<file path="config.mk">
export PLATFORM = sky130hd
export DESIGN_NAME = cla_add_sequencer
export DESIGN_NICKNAME = d
export VERILOG_FILES = /design/src/rtl/cla_add_sequencer.sv
export SDC_FILE = /design/constraint.sdc
export NUM_CORES = 1
export LEC_CHECK = 0
export ABC_AREA = 0
export BUFFER_PORTS_ARGS = -buffer_cell sky130_fd_sc_hd__buf_2
export CORE_MARGIN = 4
export CORE_UTILIZATION = 44
export CTS_CLUSTER_DIAMETER = 200
export DETAILED_ROUTE_END_ITERATION = 12
export GPL_ROUTABILITY_DRIVEN = 1
export PLACE_DENSITY = 0.79
export SYNTH_ARGS = -nofsm -noshare
export SYNTH_HDL_FRONTEND = slang
export SYNTH_SLANG_ARGS = --single-unit
</file>
<file path="constraint.sdc">
create_clock -name clk -period 3.55 [get_ports clk]
set_clock_uncertainty 0.1 [all_clocks]
set_input_delay 0.355 -clock clk [delete_from_list [all_inputs] [get_ports clk]]
set_output_delay 0.355 -clock clk [all_outputs]
set_load 0.005 [all_outputs]
</file>
<file path="src/rtl/cla_add_sequencer.sv">
// Multi-cycle wide adder/subtractor built around one 8-bit CLA slice.
// Operands are latched on start and processed one byte per clock, LSB first.
module cla_add_sequencer #(
   parameter int WORDS = 4
) (
   input  logic                 clk,
   input  logic                 reset,
   input  logic                 start,
   input  logic                 sub,
   input  logic                 cin,
   input  logic [8*WORDS-1:0]   a,
   input  logic [8*WORDS-1:0]   b,
   output logic                 busy,
   output logic                 done,
   output logic [8*WORDS-1:0]   sum,
   output logic                 cout,
   output logic                 ovf
);

   localparam int W  = 8 * WORDS;
   localparam int IW = $clog2(WORDS);

   typedef enum logic [1:0] {
      IDLE,
      RUN,
      DONE
   } state_t;

   state_t        state;
   state_t        state_nx;
   logic [IW-1:0] idx;
   logic          carry;
   logic [W-1:0]  a_q;
   logic [W-1:0]  b_q;

   logic [7:0]    sa;
   logic [7:0]    sb;
   logic [7:0]    p;
   logic [7:0]    g;
   logic [7:0]    c;
   logic [7:0]    s;
   logic          accept;
   logic          last;

   // A new request is taken in IDLE, and in DONE for back-to-back issue.
   assign accept = start && (state == IDLE || state == DONE);
   assign last   = (idx == IW'(WORDS - 1));

   // Status flags decode straight from the state register.
   assign busy = (state == RUN);
   assign done = (state == DONE);

   // Select the current byte slice and form propagate/generate.
   always_comb begin
      sa = a_q[8*idx +: 8];
      sb = b_q[8*idx +: 8];
      p  = sa ^ sb;
      g  = sa & sb;
   end

   // Lookahead carries: c[i] = G[i:0] | P[i:0] & carry, fully flattened.
   always_comb begin
      logic term;
      c    = '0;
      term = 1'b0;
      for (int i = 0; i < 8; i++) begin
         for (int j = 0; j <= i; j++) begin
            term = g[j];
            for (int k = j + 1; k <= i; k++) begin
               term = term & p[k];
            end
            c[i] = c[i] | term;
         end
         term = carry;
         for (int k = 0; k <= i; k++) begin
            term = term & p[k];
         end
         c[i] = c[i] | term;
      end
      s = p ^ {c[6:0], carry};
   end

   // State register.
   always_ff @(posedge clk) begin
      if (reset) state <= IDLE;
      else       state <= state_nx;
   end

   // Next-state logic.
   always_comb begin
      state_nx = state;
      unique case (state)
         IDLE:    if (start) state_nx = RUN;
         RUN:     if (last)  state_nx = DONE;
         DONE:    state_nx = start ? RUN : IDLE;
         default: state_nx = IDLE;
      endcase
   end

   // Operand latches, slice walk, carry chain and result registers.
   always_ff @(posedge clk) begin
      if (reset) begin
         idx   <= '0;
         carry <= 1'b0;
         a_q   <= '0;
         b_q   <= '0;
         sum   <= '0;
         cout  <= 1'b0;
         ovf   <= 1'b0;
      end else if (accept) begin
         a_q   <= a;
         b_q   <= b ^ {W{sub}};
         carry <= sub | cin;
         idx   <= '0;
      end else if (state == RUN) begin
         sum[8*idx +: 8] <= s;
         carry           <= c[7];
         if (last) begin
            cout <= c[7];
            ovf  <= c[7] ^ c[6];
         end else begin
            idx <= idx + 1'b1;
         end
      end
   end

endmodule

</file>
# Word level (Yosys, flattened, before mapping)
# Cells that the tools add are included.
# Widths: inputs -> output; s select.
# op_classes
bitwise_logic	80
n_reduce_logical	9
shifts	4
eq_ne	5
n_mux	7
addsub	2
# ops
cell	count
$shiftx 32x6->8	2
$or 1x1->1	37
$and 1x1->1	36
$neg 5->34	1
$shift 8x34->32 const A	1
$shiftx 8x34->32	1
$bwmux 32	1
$xor 32x32->32	1
$xor 8x8->8	2
$and 8x8->8	1
$pmux 2 s3	1
$reduce_and 2->1	3
$eq 2x2->1 const B	2
$mux 2	2
$mux 1	3
$reduce_and 3->1	1
$add 2x1->2 const B	1
$eq 2x1->1 const B	1
$logic_not 2->1	1
$ne 2x1->1 const B	1
$ne 2x2->1 const B	1
$not 1->1	2
$reduce_bool 2->1	1
$reduce_or 2->1	1
3 further kinds	3
# totals
output_inout_bits	36
word_cells	115
register_bits	103
in_bits	69

# Depth between registers and ports, before layout
# depth
ltp_word	19
ltp_mapped	10
mapped_depth_nobuf	8

# Least setup slack after synthesis
# No wires, ideal clock.
# synth_timing
path_kind	reg2reg
start	register idx[0]
end	register sum[15]
t_required_ns	3.381
slack_ns	0.646
arrival_time_ns	2.736
synth_period_minus_slack_ns	2.904
stages_incl_launch_ff	11
setup_time_ns	0.069
path_cell_list	dfxtp_1 buf_4 buf_4 mux4_2 ha_1 ha_1 o211ai_1 a21o_1 a31oi_1 or2_1 o21ai_1
# synth_between
elab_chain_cells	18
elab_cells_between_ends	65
# synth_lines
item	line	text
start, declared	31	logic [IW-1:0] idx;
start signal, assigned	122	idx <= idx + 1'b1;
$shiftx 32x6->8, on equally long branches	55, 56	
$and 8x8->8 or $xor 8x8->8 (tied branches)	58, 57	
$and 1x1->1 (6 in a row)	70	term = term & p[k];
$or 1x1->1 (6 in a row)	72	c[i] = c[i] | term;
$or 1x1->1	78	c[i] = c[i] | term;
$xor 8x8->8	80	s = p ^ {c[6:0], carry};
$shiftx 8x34->32	116	sum[8*idx +: 8] <= s;
$bwmux 32 (*)	116	
end signal, assigned by index	116	
end, declared	15	output logic [8*WORDS-1:0] sum,
# Mark *: on every way between the ends. The rest lies on a longest branch, timed or not.
# A chain may end at the register's enable or synchronous reset.

# Final worst setup path
# layout_timing
start	register idx[0]
end	register sum[6]
# The elaborated chain is that of the path after synthesis.

==> impl_metrics.py <==
metrics = {
    "placement": {
        "gp_congestion": 0.841,
        "port_buffers": 104,
        "dp_hpwl_um": 8210,
        "pre_cts_ws_ps": 459,
    },
    "timing": {
        "finalSetupViolations": 0,
        "worstMarginPinSlew_ps": 1160,
        "grt_setup_unrepaired": "no",
        "timing.final.hold_violations": 0,
        "fin_crit_ps": 3100,
        "drv_slew": 0,
        "fmax_mhz": 323,
        "hold_slack_ps": 124,
        "tns_ps": 0,
        "finalCritPeriodShare_pct": 87.2,
        "relSlewSlack_pct": 22.6,
        "setup_ws_ps": 454,
    },
    "power_and_ir_drop": {
        "power.density_nw_per_um2": 440,
        "ir_worst_vdd_mv": 0.231,
        "clkPwrFrac_pct": 31.4,
        "fin_total_pwr_w": 0.00244,
        "total_leakage_power_nw": 2.24,
        "p_comb_share_pct": 16.9,
        "swShare_pct": 27.9,
        "seqPwrFrac_pct": 51.7,
        "switching_power_w": 0.000679,
        "p_int_w": 0.00176,
    },
    "setup_path": {
        "critPathKind": "reg2reg",
        "r2r_start": "idx[0]",
        "reg2reg_to": "sum[6]",
        "cp-endpoint": "sum[6]",
        "critPathRequiredTime_ps": 3740,
        "reg2reg_depth": 8,
        "r2r_slack_ps": 450,
        "endpoint_kind": "flip-flop",
        "crit_path_max_fanout": 10,
        "crit_arrival_ps": 3290,
        "start_kind": "flip-flop",
        "crit_start": "idx[0]",
    },
    "route": {
        "drcViolationCount": 0,
        "drt_iter0_drc": 277,
        "dr.pass1.iters": 5,
        "wl_um": 10700,
        "avgViaCountPerCell": 5.27,
        "vias": 3817,
        "wl_per_cell_um": 14.8,
        "postRouteAntennaNets": 0,
    },
    "clocking": {
        "numCtsBuffers": 9,
        "worstSkewPairLatency_ps": 360,
        "cts_setup_buffers": 0,
        "cts_root_buf": "clkbuf_8",
        "cts_resized": 0,
        "cts_sinks": 103,
        "cts_hold_buf": 0,
        "clock_path_buffers": 2,
        "clkTransAtPathRegs_ps": 90,
        "cts_tree": "done",
        "htree_levels": 3,
    },
    "logic_synthesis": {
        "ys_top_cells_by_count": "dfxtp_1, nand2_1, nor2_1",
        "netlist_area_sq_um": 4720,
        "async_reset_ff_share_pct": 0,
        "ys_ff_latch": 103,
        "netlist_instances": 497,
        "syn_area_per_cell_sq_um": 9.49,
        "yosys_warnings": 0,
        "yosysTopAreaCell": "dfxtp_1",
        "synth_edf_count": 0,
        "yosysSeqAreaShare_pct": 43.7,
        "ys.flop_type": "dfxtp_1",
        "ys_types": 42,
        "synth_top_area_share_pct": 43.7,
        "synth.most_common_cell": "dfxtp_1",
        "synthTopCellsByArea": "dfxtp_1, mux4_2, xnor2_1",
        "syn-num-nets": 582,
    },
    "floorplanning": {
        "ios": 105,
        "start_util_pct": 45.5,
        "fp.dieArea_sq_um": 12400,
        "die_x_um": 112,
        "coreArea_sq_um": 10400,
        "row_count": 37,
        "fp.dieH_um": 112,
    },
    "run": {
        "cap_violations": 0,
    },
    "grt": {
        "gr-total-overflow": 0,
        "grt_max_degree": 100,
        "grt_antenna_before_repair": 0,
        "grt_pass1_vias": 3741,
        "track_usage_pct": 17.2,
        "grt_pass1_wl_um": 17700,
    },
    "cells_and_area": {
        "layout-drive-gt1-share_pct": 26.9,
        "fin_nets": 668,
        "antennaDiodeCount": 0,
        "fin_util_pct": 53.4,
        "area_delta_synth_final_pct": 17.5,
    },
    "hold_path": {
        "worstHoldPathType": "in2reg",
    },
    "outcome": {
        "status": "finished, final reports clean",
    },
}
-- area by class of cell --
cell class                 instances  area, sq um
timing repair buffer             110          591
clock buffer                      10          138
multi-input combinational        354         2480
sequential                       103         2060
inverter                           5         21.3
fill                             942         4830
tap                              136          170
clock inverter                     6         76.3
-- kinds of logic after synthesis --
group / share of synthesized area [%]
compound gates: 16.0
xor+xnor: 6.87
fa+ha+maj: 4.40
buf+inv: 3.66
flops: 43.7
mux: 8.06
simple gates: 17.3
-- power by group through the flow --
stage	clock, W	sequential [W]	combinational, W
floorplan	0	0.00127	0.000301
global placement	0	0.00129	0.000400
detailed placement	0	0.00129	0.000413
CTS	0.000778	0.00126	0.000415
global route	0.000825	0.00127	0.000460
finish	0.000764	0.00126	0.000412
-- stage by stage --
step / area [sq um] / std cells
floorplan: 4720 / 497
global placement: 5330 / 708
detailed placement: 5330 / 708
CTS: 5540 / 724
global route: 5540 / 724
finish: 5540 / 724
-- worst max-delay path, stage by stage, from the launching register on --
cell and delay, ps:
dfxtp_1 710, buf_4 270, mux4_2 500, ha_1 390
o211ai_1 180, a21o_1 230, a311oi_2 400, a22oi_1 120
nor2_1 120
-- metal layers --
| metal | track usage (%) | wire length [um] | vias up |
|---|---|---|---|
| li1 | - | - | 1916 |
| met1 | 22.0 | 4780 | 1778 |
| met2 | 28.9 | 5240 | 108 |
| met3 | 3.86 | 520 | 15 |
| met4 | 5.84 | 183 | 0 |
| met5 | 0 | 0 | - |
-- registers in the layout (all words and copies together) (netlist names) --
name,flops
idx,2
state,2
cout,1
b_q,32
ovf,1
a_q,32
carry,1
sum,32
-- placed cells by master, fill, tap and decap left out, types with 2 or more instances in the layout --
| cell type | count |
|---|---|
| inv_1 | 4 |
| a22oi_1 | 25 |
| clkbuf_8 | 10 |
| clkinv_4 | 3 |
| nor3_1 | 3 |
| xnor2_1 | 34 |
| nand2b_1 | 4 |
| nand3b_1 | 8 |
| a21oi_1 | 34 |
| xor2_1 | 3 |
| ha_1 | 15 |
| a211oi_1 | 34 |
| a31oi_1 | 2 |
| a21o_1 | 2 |
| nor4_4 | 3 |
| nand2_2 | 3 |
| mux4_2 | 16 |
| nor2_1 | 65 |
| dfxtp_1 | 103 |
| buf_4 | 4 |
| nor2b_1 | 3 |
| nand3_1 | 4 |
| nand2_1 | 66 |
| buf_2 | 104 |
| o21ai_1 | 9 |
| mux2i_1 | 2 |
| o21ai_0 | 3 |
| buf_12 | 2 |
-- how the worst min path moves through the flow --
stage / start / endpoint / slack [ps] / cells past startpoint
5_1_grt: a[25] / a_q[25] / 110 / 3
6_report: a[26] / a_q[26] / 120 / 3
3_5_place_dp: a_q[0] / a_q[0] / 350 / 2
3_3_place_gp: a_q[4] / a_q[4] / 350 / 2
2_1_floorplan: a_q[16] / a_q[16] / 330 / 2
4_1_cts: a[13] / a_q[13] / 110 / 3
(Power assumes the default switching activity.)
